File: src/rtl/id_ex_stage_pkg.sv
// Shared ALU encodings for the MIPS pipeline: the ALU Mod codes, alu_op classes and
// the R-type funct values that the decode and the ALU must agree on.
package id_ex_stage_pkg;

    typedef enum logic [2:0] {
        MOD_AND = 3'b000,
        MOD_OR  = 3'b001,
        MOD_SLT = 3'b011,
        MOD_ADD = 3'b100,
        MOD_SUB = 3'b110
    } mod_e;

    typedef enum logic [1:0] {
        ALUOP_ADD   = 2'b00,
        ALUOP_SUB   = 2'b01,
        ALUOP_RTYPE = 2'b10,
        ALUOP_OR    = 2'b11
    } alu_op_e;

    localparam logic [5:0] FN_ADD  = 6'b100000;
    localparam logic [5:0] FN_ADDU = 6'b100001;
    localparam logic [5:0] FN_SUB  = 6'b100010;
    localparam logic [5:0] FN_SUBU = 6'b100011;
    localparam logic [5:0] FN_AND  = 6'b100100;
    localparam logic [5:0] FN_OR   = 6'b100101;
    localparam logic [5:0] FN_SLT  = 6'b101010;

    typedef struct packed {
        logic reg_write;
        logic mem_read;
        logic mem_write;
        logic mem_to_reg;
        logic alu_src;
    } ctrl_t;

endpackage

File: src/rtl/id_ex_stage_alu_ctrl_dec.sv
// Combinational alu_op/funct to ALU Mod decode; unsupported R-type functs fall back
// to add and raise illegal.
module alu_ctrl_dec
    import id_ex_stage_pkg::*;
(
    input  logic [1:0] i_alu_op,
    input  logic [5:0] i_funct,
    output mod_e       o_mod,
    output logic       o_illegal
);

    always_comb begin
        o_mod     = MOD_ADD;
        o_illegal = 1'b0;
        case (i_alu_op)
            ALUOP_ADD: o_mod = MOD_ADD;
            ALUOP_SUB: o_mod = MOD_SUB;
            ALUOP_OR:  o_mod = MOD_OR;
            default: begin
                case (i_funct)
                    FN_ADD, FN_ADDU: o_mod = MOD_ADD;
                    FN_SUB, FN_SUBU: o_mod = MOD_SUB;
                    FN_AND:          o_mod = MOD_AND;
                    FN_OR:           o_mod = MOD_OR;
                    FN_SLT:          o_mod = MOD_SLT;
                    default: begin
                        o_mod     = MOD_ADD;
                        o_illegal = 1'b1;
                    end
                endcase
            end
        endcase
    end

endmodule

File: src/rtl/id_ex_stage.sv
// ID/EX pipeline register: latches decoded fields, decodes the ALU Mod, forwards
// EX/MEM and MEM/WB results onto the operands, and bubbles on load-use hazards.
module id_ex_stage
    import id_ex_stage_pkg::*;
#(
    parameter int W  = 32,
    parameter int RW = 5
) (
    input  logic          clk,
    input  logic          rst,
    input  logic          id_valid,
    input  logic [W-1:0]  id_pc,
    input  logic [W-1:0]  id_rs_data,
    input  logic [W-1:0]  id_rt_data,
    input  logic [W-1:0]  id_imm,
    input  logic [RW-1:0] id_rs,
    input  logic [RW-1:0] id_rt,
    input  logic [RW-1:0] id_rd,
    input  logic [5:0]    id_funct,
    input  logic [1:0]    id_alu_op,
    input  logic          id_alu_src,
    input  logic          id_reg_dst,
    input  logic          id_reg_write,
    input  logic          id_mem_read,
    input  logic          id_mem_write,
    input  logic          id_mem_to_reg,
    input  logic          stall,
    input  logic          flush,
    input  logic          mem_reg_write,
    input  logic [RW-1:0] mem_rd,
    input  logic [W-1:0]  mem_result,
    input  logic          wb_reg_write,
    input  logic [RW-1:0] wb_rd,
    input  logic [W-1:0]  wb_result,
    output logic          lu_hazard,
    output logic          ex_valid,
    output logic [W-1:0]  ex_pc,
    output logic [W-1:0]  alu_a,
    output logic [W-1:0]  alu_b,
    output logic [2:0]    alu_mod,
    output logic [W-1:0]  ex_store_data,
    output logic [RW-1:0] ex_dest,
    output logic          ex_reg_write,
    output logic          ex_mem_read,
    output logic          ex_mem_write,
    output logic          ex_mem_to_reg,
    output logic          ex_illegal
);

    typedef struct packed {
        logic          valid;
        logic [W-1:0]  pc;
        logic [W-1:0]  rs_data;
        logic [W-1:0]  rt_data;
        logic [W-1:0]  imm;
        logic [RW-1:0] rs;
        logic [RW-1:0] rt;
        logic [RW-1:0] dest;
        ctrl_t         ctrl;
        logic [2:0]    mod;
        logic          illegal;
    } stage_t;

    // A bubble is all-zero except for the add Mod, which is also the reset state.
    localparam stage_t BUBBLE = stage_t'({{($bits(stage_t) - 4){1'b0}}, MOD_ADD, 1'b0});

    stage_t       r_ex;
    stage_t       w_id;
    mod_e         w_mod;
    logic         w_illegal;
    logic [W-1:0] w_fwd_rs;
    logic [W-1:0] w_fwd_rt;

    alu_ctrl_dec u_dec (
        .i_alu_op  (id_alu_op),
        .i_funct   (id_funct),
        .o_mod     (w_mod),
        .o_illegal (w_illegal)
    );

    always_comb begin
        w_id                 = BUBBLE;
        w_id.valid           = id_valid;
        w_id.pc              = id_pc;
        w_id.rs_data         = id_rs_data;
        w_id.rt_data         = id_rt_data;
        w_id.imm             = id_imm;
        w_id.rs              = id_rs;
        w_id.rt              = id_rt;
        w_id.dest            = id_reg_dst ? id_rd : id_rt;
        w_id.ctrl.reg_write  = id_reg_write;
        w_id.ctrl.mem_read   = id_mem_read;
        w_id.ctrl.mem_write  = id_mem_write;
        w_id.ctrl.mem_to_reg = id_mem_to_reg;
        w_id.ctrl.alu_src    = id_alu_src;
        w_id.mod             = w_mod;
        w_id.illegal         = w_illegal & id_valid;
    end

    // Checked even when id_valid is low: stalling behind a bubble costs nothing.
    assign lu_hazard = r_ex.valid & r_ex.ctrl.mem_read & (r_ex.rt != '0) &
                       ((r_ex.rt == id_rs) | (r_ex.rt == id_rt));

    always_ff @(posedge clk or posedge rst) begin
        if (rst) begin
            r_ex <= BUBBLE;
        end else if (flush || (!stall && lu_hazard)) begin
            r_ex <= BUBBLE;
        end else if (!stall) begin
            r_ex <= w_id;
        end
    end

    // EX/MEM beats MEM/WB since it is the younger result; $0 is never forwarded.
    assign w_fwd_rs = (mem_reg_write && (mem_rd != '0) && (mem_rd == r_ex.rs)) ? mem_result :
                      (wb_reg_write  && (wb_rd  != '0) && (wb_rd  == r_ex.rs)) ? wb_result  :
                      r_ex.rs_data;
    assign w_fwd_rt = (mem_reg_write && (mem_rd != '0) && (mem_rd == r_ex.rt)) ? mem_result :
                      (wb_reg_write  && (wb_rd  != '0) && (wb_rd  == r_ex.rt)) ? wb_result  :
                      r_ex.rt_data;

    assign alu_a         = w_fwd_rs;
    assign alu_b         = r_ex.ctrl.alu_src ? r_ex.imm : w_fwd_rt;
    assign ex_store_data = w_fwd_rt;
    assign alu_mod       = r_ex.mod;
    assign ex_valid      = r_ex.valid;
    assign ex_pc         = r_ex.pc;
    assign ex_dest       = r_ex.dest;
    assign ex_reg_write  = r_ex.ctrl.reg_write;
    assign ex_mem_read   = r_ex.ctrl.mem_read;
    assign ex_mem_write  = r_ex.ctrl.mem_write;
    assign ex_mem_to_reg = r_ex.ctrl.mem_to_reg;
    assign ex_illegal    = r_ex.illegal;

endmodule

File: config.mk
export PLATFORM = sky130hd
export DESIGN_NAME = id_ex_stage
export DESIGN_NICKNAME = d
export VERILOG_FILES = /design/src/rtl/id_ex_stage_pkg.sv /design/src/rtl/id_ex_stage_alu_ctrl_dec.sv /design/src/rtl/id_ex_stage.sv
export SDC_FILE = /design/constraint.sdc
export NUM_CORES = 1
export LEC_CHECK = 0
export ABC_AREA = 0
export CORE_AREA = 2 2 146 148
export CTS_BUF_LIST = sky130_fd_sc_hd__clkbuf_8
export DETAILED_ROUTE_END_ITERATION = 7
export DIE_AREA = 0 0 148 150
export PLACE_DENSITY_LB_ADDON = 0.1
export SYNTH_ARGS = -nofsm -noshare
export SYNTH_HDL_FRONTEND = slang
export SYNTH_SLANG_ARGS = --single-unit
File: constraint.sdc
create_clock -name clk -period 8.1 [get_ports clk]
set_input_delay 2.43 -clock clk [delete_from_list [all_inputs] [get_ports clk]]
set_output_delay 2.43 -clock clk [all_outputs]
set_load 0.005 [all_outputs]
==> flow_metrics.tcl <==
set metrics [dict create \
    num_vias 8893 \
    synthAdderAreaFrac_pct 0 \
    core_area_um2 20700 \
    synth_top_cells_by_area "dfrtp_1, nand2_1, o22ai_1" \
    rsz0062_at_grt "false" \
    hp-start "ex_dest[0]" \
    clk_latency_ns 0.45 \
    p_per_area_nw_per_um2 148 \
    area.growth.synth_to_final_pct 45.5 \
    route.detailed.drc 0 \
    yosysTopAreaCell "dfrtp_1" \
    worstPathCellList "clkdlybuf4s50_1, or4_1, o21ai_0, or4_2, buf_12, a21oi_1, clkdlybuf4s50_1" \
    globalplace.congestion 0.872 \
    max_stage_delay_ns 0.94 \
    comb_power_share_pct 24.5 \
    yosys_warnings 0 \
    cts_inserted_buffers 17 \
    critPathRequiredTime_ns 5.67 \
    yosysSeqAreaShare_pct 42.8 \
    largest_reg_flops 107 \
    grt_pass1_vias 8858 \
    clk_pin_slew_ns 0.09 \
    yosysTopAreaCellShare_pct 42.5 \
    synthMuxAreaShare_pct 8.04 \
    via_per_inst 5.55 \
    grt_pass1_wl_um 50200 \
    antenna_found_initial 4 \
    syn_inst 1033 \
    port_buffers 380 \
    syn-mean-instance-area_um2 8.66 \
    clkPwrFrac_pct 32.0 \
    grtUsageTotal_pct 29.2 \
    layout_min_cycle_time_ns 7.73 \
    fin_util_pct 62.9 \
    grt_max_degree 94 \
    worst-setup-path-type "in2out" \
    path_common_cell "clkdlybuf4s50_1" \
    worst_pin_slew_ns 1.15 \
    arrival_ns 5.30 \
    ys_ff_latch 153 \
    cp-startpoint "mem_rd[1]" \
    status "completed" \
    ios 381 \
    syn_area_um2 8950 \
    clockBufferDepth 2 \
    switching_share_pct 28.9 \
    first_iter_violations 590 \
    hold_path.class "reg2reg" \
    async_reset_ff_share_pct 100 \
    grt-ovfl-total 0 \
    slew_viol_final 0 \
    min_period_over_period_pct 95.5 \
    setup_tns_ns 0 \
    yosysUniqueCellTypes 43 \
    start_util_pct 43.3 \
    fillers 1823 \
    synth.most_common_cell "nand2_1" \
    crit_fanout 42 \
    root_buffer "clkbuf_8" \
    internal_power_mw 1.37 \
    rows 53 \
    final_hold_viol_count 0 \
    post_cts_buffers 0 \
    synth_edf_count 0 \
    dp_hpwl_um 22500 \
    drive_gt1_share_pct 8.39 \
    max_freq_ghz 0.129 \
    yosys-top-cells-count "nand2_1, dfrtp_1, o22ai_1, clkbuf_1, buf_4" \
    synth_xor_area_share_pct 2.94 \
    worstReg2RegStart "r_ex[14]" \
    clock_sinks 153 \
    synth-compound-area-share_pct 19.4 \
    maxCapViolCount 0 \
    dr.pass1.iters 6 \
    yosys.area_share.simple_pct 17.0 \
    critPathSlowestCell "or4_2" \
    cts_resized 0 \
    die_h_um 150 \
    finalSetupViolations 0 \
    yosys_most_used_dff "dfrtp_1" \
    nNetsFinal 1548 \
    peakVddDrop_mv 0.104 \
    synth_top_family_by_area "compound AO/OA/AOI/OAI gates" \
    h-tree-depth 4 \
    power_switching_mw 0.558 \
    top_register "r_ex" \
    finalClockSkew_ns 0.0179 \
    wl_per_cell_um 20.5 \
    antenna_left 0 \
    startpoint_type "input port" \
    fp.dieW_um 148 \
    synth_nets 1271 \
    cts_tree "built" \
    hold_buffers 0 \
    max_slew_margin_pct 23.3 \
    fp.dieArea_um2 22200 \
    leakagePower_nw 5.15 \
    sequentialPowerShare_pct 43.5 \
    crit_path_end_kind "primary output" \
    routed_wl_um 32800 \
]
power by group through the flow:
stage | combinational [mW] | sequential [mW] | clock [mW]
floorplan | 0.206 | 0.837 | 0
global placement | 0.470 | 0.851 | 0
detailed placement | 0.473 | 0.853 | 0
CTS | 0.476 | 0.837 | 0.635
global route | 0.510 | 0.843 | 0.662
finish | 0.473 | 0.838 | 0.617
per-layer routing:
layer | GRT usage (%) | vias to the layer above | wire, um
met3 | 9.21 | 55 | 3020
met5 | 0 | - | 16
met2 | 48.3 | 362 | 16000
met4 | 11.0 | 2 | 999
li1 | - | 4184 | -
met1 | 35.9 | 4290 | 12800
path summary, 6_finish.rpt:
check | end | slack (ns) | cells past startpoint
setup / recovery | alu_a[0] | 0.37 | 7
hold / removal | ex_dest[0] | 0.49 | 2
setup reg to reg | r_ex[20] | 5.18 | 8
hold reg to reg | ex_dest[0] | 0.49 | 2
max in group asynchronous | r_ex[75] | 4.07 | 3
min in group asynchronous | r_ex[109] | 2.46 | 2
placed cells by master (no fill, tap or decap), types with 18 or more instances in the layout:
cell type,n
a21oi_1,34
a31oi_1,31
a32o_1,39
buf_4,21
clkbuf_8,18
clkdlybuf4s50_1,378
dfrtp_1,151
inv_1,34
mux2_2,31
mux2i_1,37
nand2_1,214
nor2_1,36
nor3_1,31
o21ai_0,34
o22ai_1,107
or3_1,31
xnor2_1,26
layout make-up:
class,count,area [um^2],share of cell area (%)
Inverter,36,143,1.10
Antenna cell,3,7.51,0.0577
Sequential cell,153,3830,29.4
Timing Repair Buffer,402,4000,30.7
Clock buffer,18,248,1.90
Clock inverter,14,160,1.23
Tap cell,275,344,2.64
Multi-Input combinational cell,700,4280,32.9
critical path, delay by kind of cell:
kind            cells  cell delay, ns
buf+inv             3            1.37
simple gates        2            1.16
compound gates      2            0.32
stage by stage:
step,power [mW],instance area (um^2),instances,worst slack [ns],hold slack [ns]
finish,1.93,13000,1601,0.365,0.493
global placement,1.32,12600,1566,0.435,0.463
floorplan,1.04,8950,1033,1.55,0.450
CTS,1.95,13000,1598,0.367,0.494
global route,2.02,13000,1600,0.253,0.510
detailed placement,1.33,12600,1566,0.373,0.473
cells by family (layout without fill, tap and decap cells):
group	count (synthesis)	count (layout)
buf+inv	180	470
xor+xnor	30	30
compound gates	260	260
flops	153	153
mux	68	68
other cells	0	3
simple gates	342	342
No activity file was read; power rests on OpenSTA's default activity.
